File: src/rtl/branch_predictor_pkg.sv
// Shared constants for the branch predictor slice.
//   ADR_WIDTH_DEF  default PC/target width
//   PC_INC         sequential fetch increment
//   cnt_*()        2-bit-style counter states generalised to any CNT_WIDTH
package branch_predictor_pkg;

  localparam int unsigned ADR_WIDTH_DEF = 32;
  localparam int unsigned PC_INC        = 4;

  // MSB set, rest clear: lowest state that still predicts taken.
  function automatic int unsigned cnt_weak_taken(int unsigned w);
    return 32'd1 << (w - 1);
  endfunction

  // MSB clear, rest set: highest state that still predicts not-taken.
  function automatic int unsigned cnt_weak_nt(int unsigned w);
    return (32'd1 << (w - 1)) - 32'd1;
  endfunction

  function automatic int unsigned cnt_strong_taken(int unsigned w);
    return (32'd1 << w) - 32'd1;
  endfunction

  function automatic int unsigned cnt_strong_nt(int unsigned w);
    return (w > 0) ? 32'd0 : 32'd0;
  endfunction

endpackage

File: src/rtl/branch_predictor_if.sv
// Fetch-lookup / EX-update / statistics bundle of the branch predictor.
//   master: pipeline side (drives if_pc and the upd_* resolution fields)
//   slave : predictor side (drives prediction, redirect and statistics)
interface branch_predictor_if
  import branch_predictor_pkg::*;
#(
  parameter int ADR_WIDTH  = ADR_WIDTH_DEF,
  parameter int STAT_WIDTH = 32
);
  logic [ADR_WIDTH-1:0]  if_pc;
  logic                  pred_hit;
  logic                  pred_taken;
  logic [ADR_WIDTH-1:0]  pred_next_pc;

  logic                  upd_valid;
  logic [ADR_WIDTH-1:0]  upd_pc;
  logic [ADR_WIDTH-1:0]  upd_target;
  logic [ADR_WIDTH-1:0]  upd_pred_next_pc;
  logic                  upd_taken;
  logic                  upd_pred_taken;
  logic                  mispredict;
  logic [ADR_WIDTH-1:0]  redirect_pc;

  logic [STAT_WIDTH-1:0] branch_cnt;
  logic [STAT_WIDTH-1:0] mispredict_cnt;

  modport master (
    output if_pc, upd_valid, upd_pc, upd_target, upd_pred_next_pc, upd_taken, upd_pred_taken,
    input  pred_hit, pred_taken, pred_next_pc, mispredict, redirect_pc, branch_cnt, mispredict_cnt
  );

  modport slave (
    input  if_pc, upd_valid, upd_pc, upd_target, upd_pred_next_pc, upd_taken, upd_pred_taken,
    output pred_hit, pred_taken, pred_next_pc, mispredict, redirect_pc, branch_cnt, mispredict_cnt
  );
endinterface

File: src/rtl/branch_predictor_sat_counter.sv
// Saturating up/down direction counter step.
//   cnt   current counter value
//   taken resolved direction (1 = count up)
//   next  updated value, clamped at 0 and all-ones
module sat_counter #(
  parameter int CNT_WIDTH = 2
) (
  input  logic [CNT_WIDTH-1:0] cnt,
  input  logic                 taken,
  output logic [CNT_WIDTH-1:0] next
);
  always_comb begin
    next = cnt;
    if (taken) begin
      if (cnt != '1) next = cnt + 1'b1;
    end else begin
      if (cnt != '0) next = cnt - 1'b1;
    end
  end
endmodule

File: src/rtl/branch_predictor.sv
// Direct-mapped BTB with per-entry saturating direction counters.
//   clk, rst : clock, synchronous active-low reset
//   bus      : slave side of branch_predictor_if
//              lookup  if_pc -> pred_hit/pred_taken/pred_next_pc (combinational)
//              update  upd_* -> mispredict/redirect_pc (combinational), table write on clk
//              stats   branch_cnt, mispredict_cnt (saturating)
module branch_predictor
  import branch_predictor_pkg::*;
#(
  parameter int ADR_WIDTH  = ADR_WIDTH_DEF,
  parameter int ENTRIES    = 16,
  parameter int CNT_WIDTH  = 2,
  parameter int STAT_WIDTH = 32
) (
  input logic         clk,
  input logic         rst,
  branch_predictor_if.slave bus
);
  localparam int IDX   = $clog2(ENTRIES);
  localparam int TAG_W = ADR_WIDTH - IDX - 2;

  localparam logic [CNT_WIDTH-1:0] CNT_WNT = CNT_WIDTH'(cnt_weak_nt(CNT_WIDTH));
  localparam logic [CNT_WIDTH-1:0] CNT_WT  = CNT_WIDTH'(cnt_weak_taken(CNT_WIDTH));
  localparam logic [ADR_WIDTH-1:0] INC     = ADR_WIDTH'(PC_INC);

  if (ENTRIES < 2 || (ENTRIES & (ENTRIES - 1)) != 0) begin : g_bad_entries
    $error("branch_predictor: ENTRIES must be a power of two >= 2");
  end
  if (CNT_WIDTH < 1) begin : g_bad_cnt
    $error("branch_predictor: CNT_WIDTH must be >= 1");
  end

  logic [ENTRIES-1:0]   valid_q;
  logic [TAG_W-1:0]     tag_q    [ENTRIES];
  logic [ADR_WIDTH-1:0] target_q [ENTRIES];
  logic [CNT_WIDTH-1:0] cnt_q    [ENTRIES];
  logic [STAT_WIDTH-1:0] branch_cnt_q, misp_cnt_q;

  // Lookup reads the registered table, so a same-cycle update is seen next cycle.
  logic [IDX-1:0]   l_idx;
  logic [TAG_W-1:0] l_tag;
  logic             l_hit;
  assign l_idx = bus.if_pc[IDX+1:2];
  assign l_tag = bus.if_pc[ADR_WIDTH-1:IDX+2];
  assign l_hit = valid_q[l_idx] && (tag_q[l_idx] == l_tag);

  assign bus.pred_hit     = l_hit;
  assign bus.pred_taken   = l_hit && cnt_q[l_idx][CNT_WIDTH-1];
  assign bus.pred_next_pc = bus.pred_taken ? target_q[l_idx] : bus.if_pc + INC;

  logic [IDX-1:0]       u_idx;
  logic [TAG_W-1:0]     u_tag;
  logic                 u_hit;
  logic [CNT_WIDTH-1:0] cnt_nxt;
  assign u_idx = bus.upd_pc[IDX+1:2];
  assign u_tag = bus.upd_pc[ADR_WIDTH-1:IDX+2];
  assign u_hit = valid_q[u_idx] && (tag_q[u_idx] == u_tag);

  sat_counter #(.CNT_WIDTH(CNT_WIDTH)) u_cnt (
    .cnt   (cnt_q[u_idx]),
    .taken (bus.upd_taken),
    .next  (cnt_nxt)
  );

  // A taken branch whose direction was right can still mispredict on target.
  assign bus.mispredict  = bus.upd_valid &&
                           ((bus.upd_taken != bus.upd_pred_taken) ||
                            (bus.upd_taken && (bus.upd_target != bus.upd_pred_next_pc)));
  assign bus.redirect_pc = bus.upd_taken ? bus.upd_target : bus.upd_pc + INC;

  always_ff @(posedge clk) begin
    if (!rst) begin
      valid_q      <= '0;
      branch_cnt_q <= '0;
      misp_cnt_q   <= '0;
      for (int i = 0; i < ENTRIES; i++) cnt_q[i] <= CNT_WNT;
    end else if (bus.upd_valid) begin
      if (branch_cnt_q != '1) branch_cnt_q <= branch_cnt_q + 1'b1;
      if (bus.mispredict && misp_cnt_q != '1) misp_cnt_q <= misp_cnt_q + 1'b1;
      if (u_hit) begin
        cnt_q[u_idx] <= cnt_nxt;
      end else if (bus.upd_taken) begin
        valid_q[u_idx] <= 1'b1;
        cnt_q[u_idx]   <= CNT_WT;
      end
    end
  end

  // Tag/target carry no reset; valid gates them.
  always_ff @(posedge clk) begin
    if (rst && bus.upd_valid && bus.upd_taken) begin
      target_q[u_idx] <= bus.upd_target;
      if (!u_hit) tag_q[u_idx] <= u_tag;
    end
  end

  assign bus.branch_cnt     = branch_cnt_q;
  assign bus.mispredict_cnt = misp_cnt_q;
endmodule

File: src/flat_wrapper.sv
// flat-port wrapper written by rule: the top's interface ports become plain ports
module branch_predictor_flat import branch_predictor_pkg::*;
#(
  parameter int ADR_WIDTH  = ADR_WIDTH_DEF,
  parameter int ENTRIES    = 16,
  parameter int CNT_WIDTH  = 2,
  parameter int STAT_WIDTH = 32
)
  (clk, rst, bus_if_pc, bus_upd_valid, bus_upd_pc, bus_upd_target, bus_upd_pred_next_pc, bus_upd_taken, bus_upd_pred_taken, bus_pred_hit, bus_pred_taken, bus_pred_next_pc, bus_mispredict, bus_redirect_pc, bus_branch_cnt, bus_mispredict_cnt);
  branch_predictor_if #(.ADR_WIDTH(ADR_WIDTH), .STAT_WIDTH(STAT_WIDTH)) bus_i ();
  input logic clk;
  input logic rst;
  input wire logic [$bits(bus_i.if_pc)-1:0] bus_if_pc;
  input wire logic [$bits(bus_i.upd_valid)-1:0] bus_upd_valid;
  input wire logic [$bits(bus_i.upd_pc)-1:0] bus_upd_pc;
  input wire logic [$bits(bus_i.upd_target)-1:0] bus_upd_target;
  input wire logic [$bits(bus_i.upd_pred_next_pc)-1:0] bus_upd_pred_next_pc;
  input wire logic [$bits(bus_i.upd_taken)-1:0] bus_upd_taken;
  input wire logic [$bits(bus_i.upd_pred_taken)-1:0] bus_upd_pred_taken;
  output wire logic [$bits(bus_i.pred_hit)-1:0] bus_pred_hit;
  output wire logic [$bits(bus_i.pred_taken)-1:0] bus_pred_taken;
  output wire logic [$bits(bus_i.pred_next_pc)-1:0] bus_pred_next_pc;
  output wire logic [$bits(bus_i.mispredict)-1:0] bus_mispredict;
  output wire logic [$bits(bus_i.redirect_pc)-1:0] bus_redirect_pc;
  output wire logic [$bits(bus_i.branch_cnt)-1:0] bus_branch_cnt;
  output wire logic [$bits(bus_i.mispredict_cnt)-1:0] bus_mispredict_cnt;
  assign bus_i.if_pc = bus_if_pc;
  assign bus_i.upd_valid = bus_upd_valid;
  assign bus_i.upd_pc = bus_upd_pc;
  assign bus_i.upd_target = bus_upd_target;
  assign bus_i.upd_pred_next_pc = bus_upd_pred_next_pc;
  assign bus_i.upd_taken = bus_upd_taken;
  assign bus_i.upd_pred_taken = bus_upd_pred_taken;
  assign bus_pred_hit = bus_i.pred_hit;
  assign bus_pred_taken = bus_i.pred_taken;
  assign bus_pred_next_pc = bus_i.pred_next_pc;
  assign bus_mispredict = bus_i.mispredict;
  assign bus_redirect_pc = bus_i.redirect_pc;
  assign bus_branch_cnt = bus_i.branch_cnt;
  assign bus_mispredict_cnt = bus_i.mispredict_cnt;
  branch_predictor #(.ADR_WIDTH(ADR_WIDTH), .ENTRIES(ENTRIES), .CNT_WIDTH(CNT_WIDTH), .STAT_WIDTH(STAT_WIDTH)) u_core (.clk(clk), .rst(rst), .bus(bus_i));
endmodule
File: config.mk
export PLATFORM = sky130hd
export DESIGN_NAME = branch_predictor_flat
export DESIGN_NICKNAME = d
export VERILOG_FILES = /design/src/rtl/branch_predictor_pkg.sv /design/src/rtl/branch_predictor_if.sv /design/src/rtl/branch_predictor_sat_counter.sv /design/src/rtl/branch_predictor.sv /design/src/flat_wrapper.sv
export SDC_FILE = /design/constraint.sdc
export NUM_CORES = 2
export LEC_CHECK = 0
export CAP_MARGIN = 25
export CORE_ASPECT_RATIO = 1.4
export CORE_MARGIN = 10
export CORE_UTILIZATION = 60
export DETAILED_ROUTE_END_ITERATION = 12
export GPL_TIMING_DRIVEN = 0
export PLACE_DENSITY_LB_ADDON = 0.1
export SYNTH_ARGS = -nofsm -noshare
export SYNTH_HDL_FRONTEND = slang
export SYNTH_HIERARCHICAL = 1
export SYNTH_SLANG_ARGS = --single-unit
export TNS_END_PERCENT = 30
File: constraint.sdc
create_clock -name clk -period 6.4 [get_ports clk]
set_clock_uncertainty 0.1 [all_clocks]
set_input_delay 1.28 -clock clk [delete_from_list [all_inputs] [get_ports clk]]
set_output_delay 1.28 -clock clk [all_outputs]
set_load 0.05 [all_outputs]
### Word level (Yosys, flattened, before mapping)

Memory sizes are Yosys's and may differ from the RTL's.
Index checks and enable logic that the tools add are counted.

* add/subtract/negate cells: 6
* order comparisons: 3
* equality and inequality tests: 7
* mux-type cells: 30
* bitwise logic cells: 3
* reductions and logical operators: 15

Operators by type and width (number)
* adder 32 x 1 -> 32 bit (second input constant): 2
* adder 32 x 3 -> 32 bit (second input constant): 2
* 2-to-1 mux 32 bit: 2
* inequality test 32 bit (second input constant): 2
* equality test 26 bit: 2
* inequality test 32 bit: 1
* 2-to-1 mux 1 bit: 19
* bitwise OR 16 bit: 1
* less-than comparator 4 x 5 -> 1 bit (second input constant): 2
* 2-to-1 mux 2 bit: 5
* logical AND 1 bit: 9
* binary-select mux 1 bit (select 4 bit): 2
* demux 1 bit (select 4 bit): 1
* greater-or-equal comparator 4 x 1 -> 1 bit (second input constant): 1
* 2-to-1 mux 4 bit: 1
* AND reduction 2 bit: 2
* AND reduction 3 bit: 1
* adder 2 x 1 -> 2 bit (second input constant): 1
* inequality test 2 bit (second input constant): 1
* nonzero test 2 bit: 1
* OR reduction 2 bit: 1
* subtractor 2 x 1 -> 2 bit (second input constant): 1
* logical OR 1 bit: 1
* inequality test 1 bit: 1
* 2 further kinds: 2

* flip-flop bits (word level): 80
* bits in writable memories: 960
* input bits: 133
* output and inout port bits: 131
* logic and storage cells: 70
* memories kept: 3

Memory list
* u_core.target_q: words 16, bits a word 32, read ports 1, clocked after Yosys merged registers in 0, write ports 1, RTL line branch_predictor.sv:35 `logic [ADR_WIDTH-1:0] target_q [ENTRIES];`
* u_core.tag_q: words 16, bits a word 26, read ports 2, clocked after Yosys merged registers in 0, write ports 1, RTL line branch_predictor.sv:34 `logic [TAG_W-1:0] tag_q [ENTRIES];`
* u_core.cnt_q: words 16, bits a word 2, read ports 2, clocked after Yosys merged registers in 0, write ports 16, RTL line branch_predictor.sv:36 `logic [CNT_WIDTH-1:0] cnt_q [ENTRIES];`

### Logic depth before layout (Yosys ltp)

* depth in word-level cells: 10
* gate-level depth with buffers: 14
* mapped depth without buffers: 9

### Hierarchy

The synthesis kept the hierarchy.

Modules (own cells, without submodules)
* branch_predictor: times used 1, cells each 2799, area an instance 47798.3 um^2, sequential area each 30429.2 um^2
* sat_counter: times used 1, cells each 3, area an instance 26.3 um^2, sequential area each 0.0 um^2

### Worst setup path before layout

OpenSTA, ideal clock, no wires.

* path type: in2out
* start point: input port bus_upd_pc[2]
* end point: output port bus_redirect_pc[25]
* data arrival time: 4.378 ns
* path slack: 0.642 ns
* stages on the path: 12
* cells stage by stage: buf_4 -> buf_2 -> buf_4 -> buf_4 -> buf_2 -> nand2_1 -> nor4_2 -> and4_1 -> nand2_1 -> nor2_1 -> xnor2_1 -> o21ai_0

* cells in the longest elaborated chain, start to end: 2

RTL lines
* from (decl): RTL line flat_wrapper.sv:15 `input wire logic [$bits(bus_i.upd_pc)-1:0] bus_upd_pc;`
* adder 32 x 3 -> 32 bit: RTL line branch_predictor.sv:69 `assign bus.redirect_pc = bus.upd_taken ? bus.upd_target : bus.upd_pc + INC;`
* 2-to-1 mux 32 bit: RTL line branch_predictor.sv:69
* to (decl): RTL line flat_wrapper.sv:24 `output wire logic [$bits(bus_i.redirect_pc)-1:0] bus_redirect_pc;`

No other way between the ends.

### Final worst setup path

* start point: input port bus_upd_pc[9]
* end point: output port bus_redirect_pc[22]

The elaborated chain is that of the path after synthesis.

==> key figures <==
Yosys
  • Xor/xnor cell area share of the yosys netlist: 3.85%
  • Synth warn: 6
  • Mux contribution to synthesized area: 21.3%
  • Adder-Cell Fraction of Synth Area: 0.230%
  • Sequential area share after synthesis: 63.6%
  • Synth Area per Inst: 17.1 µm²
  • Mapped Nets: 2942
  • Largest family of logic cells by synthesized area: multiplexers
  • Post-Syn Area: 47800 µm²
  • Synth Area in Compound Gates: 2.81%
  • Register bit total from synthesis: 1040
  • Synth Area in Simple Gates: 6.01%
  • Mapped Cells: 2802
  • EDFF count, synth: 960
  • Prevailing post-synth register cell: edfxtp_1
  • Synth unique cells: 71
  • Asr flop ratio synth: 0%

Placement
  • Port Buffer Count: 242
  • Hpwl dp: 123 mm
  • Routability cong.: 1.06
  • Pre-CTS WS: -1840 ps

STA
  • Fin. max-slew vios: 0
  • Slew @ Worst Pin: 1210 ps
  • Final Hold Fails: 0
  • Period utilization: 102%
  • Max Clk Rate: 153 MHz
  • Min Tclk post-route: 6550 ps
  • Max_slew headroom: 19.1%
  • Hold Slack: 387 ps
  • RSZ-0062 raised after global routing: yes
  • Post-route setup slack: -146 ps
  • Final setup vio count: 19

Worst setup path
  • Worst R2R Path Depth: 13
  • Crit path launch type: input pin
  • Crit Path Max Fanout: 17
  • Critical Path AT: 5170 ps
  • CP cell instances: clkdlybuf4s50_1 -> clkbuf_1 -> nand4_1 -> nor3_1 -> nand4_1 -> nor2_1 -> xnor2_1 -> o21ai_0 -> clkdlybuf4s50_1
  • CP max stage delay: 890 ps
  • Critical path's top delay family: buffers and inverters
  • CP bufs+invs: 3
  • Worst Path Required: 5020 ps
  • Crit Path Class: in -> out
  • CP endpoint kind: output pin
  • WP depth: 9
  • CP max stage cell: clkdlybuf4s50_1

Power and ir drop
  • Max IR drop VDD: 302 µV
  • Cell area power density: 266 nW/µm²
  • Static Leak: 18.8 nW

Clocking
  • Hold buffers post-CTS: 0
  • Worst-path clk slew: 70 ps
  • CTS Buffer Depth: 3
  • Number of H-tree levels: 3
  • Root Driver: clkbuf_16
  • TritonCTS clock tree: yes
  • CTS Buf Count: 96
  • Clock sink count: 1040
  • Latest clock arrival within the worst-skew pair: 710 ps

Drt
  • Pre-Repair DR Iteration Count: 6
  • DRC errors left: 0
  • Vias: 31100
  • Routed WL: 172 mm
  • Via-per-instance ratio: 7.13
  • Post-route ant nets: 0
  • Initial DRC count: 4405
  • WL/cell: 39.3 µm

Final layout
  • Nets: 3370
  • Layout cell share with drive strength beyond 1: 26.3%
  • Area Overhead vs Synth: 18.6%
  • Seq. cell area: 30400 µm²
  • Multi-input gate area: 16800 µm²
  • Filler Cell Count: 5086

Die
  • Core footprint: 79100 µm²
  • Die area: 91600 µm²
  • # IOs: 264
  • Die width: 259 µm
  • Die Y: 354 µm
  • Row count: 122
  • Initial Util: 60.5%

Outcome
  • Status: finished with violations
  • Failing checks: setup timing

GRT
  • Tot GR Track Use: 37.4%
  • GRT overflow: 0
  • Global-route wire length before repair: 238 mm
  • Largest net degree at the start of global routing: 26
  • Initial antenna violation count: 7
  • Vias in the first global route: 31400

Worst hold path
  • Worst Hold Path Cells: 2
  • Type of the tightest min-delay check: reg -> reg

Run
  • Max-cap violations: 0
[tightest hold or removal path, stage by stage (launching register included)]
cell and delay (ps):
dfxtp_1 320, nand2_1 60, o31ai_1 60
[cells in the mapped netlist, types with 9 or more instances]
| cell type | number | area share, % |
|---|---|---|
| buf_1 | 17 | 0.13 |
| nand3_1 | 66 | 0.69 |
| nor2b_1 | 19 | 0.25 |
| and4_1 | 14 | 0.26 |
| a221oi_1 | 9 | 0.16 |
| mux2_2 | 27 | 0.64 |
| o22ai_1 | 10 | 0.13 |
| o211a_1 | 12 | 0.25 |
| nor3_1 | 36 | 0.38 |
| xor2_1 | 94 | 1.7 |
| clkbuf_1 | 78 | 0.61 |
| dfxtp_1 | 80 | 3.3 |
| and3_1 | 24 | 0.31 |
| buf_4 | 22 | 0.35 |
| and2_1 | 15 | 0.20 |
| inv_1 | 20 | 0.16 |
| a22oi_1 | 22 | 0.35 |
| buf_2 | 45 | 0.47 |
| nor4_1 | 16 | 0.21 |
| mux2_1 | 12 | 0.28 |
| nor2_1 | 117 | 0.92 |
| buf_6 | 19 | 0.45 |
| edfxtp_1 | 960 | 60 |
| mux4_2 | 348 | 16 |
| o21ai_0 | 54 | 0.57 |
| or3_1 | 15 | 0.20 |
| mux2_4 | 29 | 0.91 |
| nand2b_1 | 24 | 0.31 |
| xnor2_1 | 116 | 2.1 |
| a21oi_1 | 21 | 0.22 |
| nand2_1 | 178 | 1.4 |
| nand4_1 | 42 | 0.55 |
| mux2i_1 | 146 | 3.1 |
| o31ai_1 | 16 | 0.25 |
[timing repair]
action / in CTS / in global routing
setup buffers: 9 / 1
resized for setup: 308 / 51
pin swaps: 4 / 2
endpoints found under the setup margin: 63 / 66
[flip-flops by register name (all words and copies together), names as in the netlist]
signal and flops:
u_core/bus.branch_cnt 32, u_core/bus.mispredict_cnt 32, u_core/cnt_q 32, u_core/tag_q 416, u_core/target_q 512, u_core/valid_q 16
[path summary, 6_finish.rpt]
kind / from / endpoint / slack [ps]
worst max-delay path: bus_upd_pc[9] / bus_redirect_pc[22] / -150
worst max register to register: u_core/tag_q[2][19]$_DFFE_PP_ / u_core/tag_q[0][24]$_DFFE_PP_ / 1910
worst min-delay path: u_core/valid_q[10]$_SDFFE_PN0P_ / u_core/valid_q[10]$_SDFFE_PN0P_ / 390
worst min register to register: u_core/valid_q[10]$_SDFFE_PN0P_ / u_core/valid_q[10]$_SDFFE_PN0P_ / 390
[power by group]
group          switching [mW]  total [mW]  leakage (nW)  internal, mW
sequential             0.0270        7.51          9.30          7.48
clock                    2.57        5.98          1.59          3.41
combinational            1.01        1.59          7.96         0.578
[final cells by class]
cell class | instances | share of cell area, %
buffer | 179 | 2.24
antenna | 4 | 0.0177
clock buffer | 116 | 4.50
inverter | 21 | 0.139
timing repair buffer | 333 | 6.29
sequential | 1040 | 53.7
multi-input combinational | 1559 | 29.6
clock inverter | 58 | 1.23
tap | 1054 | 2.33
[stage by stage]
step | TNS, ps | total power, mW | utilization (%) | area, µm² | cells
4_1_cts | 0 | 15.1 | 71.6 | 56600 | 4358
6_report | -1020 | 15.1 | 71.7 | 56700 | 4364
3_5_place_dp | -207090 | 9.16 | 66.9 | 52900 | 4178
2_1_floorplan | 0 | 8.46 | - | 47800 | 2802
5_1_grt | -1580 | 15.4 | 71.7 | 56700 | 4360
3_3_place_gp | -2355900 | 9.11 | 65.2 | 51600 | 4098
[routing by layer]
metal | share of wire, % | vias up | GRT usage [%]
li1 | - | 12100 | -
met1 | 33 | 15900 | 44.0
met2 | 47 | 2524 | 59.1
met3 | 12 | 611 | 10.3
met4 | 8.6 | 6 | 26.7
met5 | 0.025 | - | 0
[cells by family (layout without fill, tap and decap cells)]
logic type	Yosys count	count (layout)
AOI/OAI and AO/OA	193	193
xor gates and xnor gates	210	210
adders and majority gates	9	9
buffers and inverters	203	707
DFF	1040	1040
muxes	562	562
other	0	4
and+or+nand+nor	585	585
[cell usage in the layout, fill, tap and decap left out, drive strengths merged, types with 55 or more instances in the layout]
cell	n
mux2i	146
o21ai	55
mux4	348
nor2	117
dfxtp	80
buf	217
mux2	68
nand2	178
nand3	66
edfxtp	960
xor2	94
xnor2	116
clkdlybuf4s50	185
clkbuf	194
No activity file was read; power rests on OpenSTA's default activity.
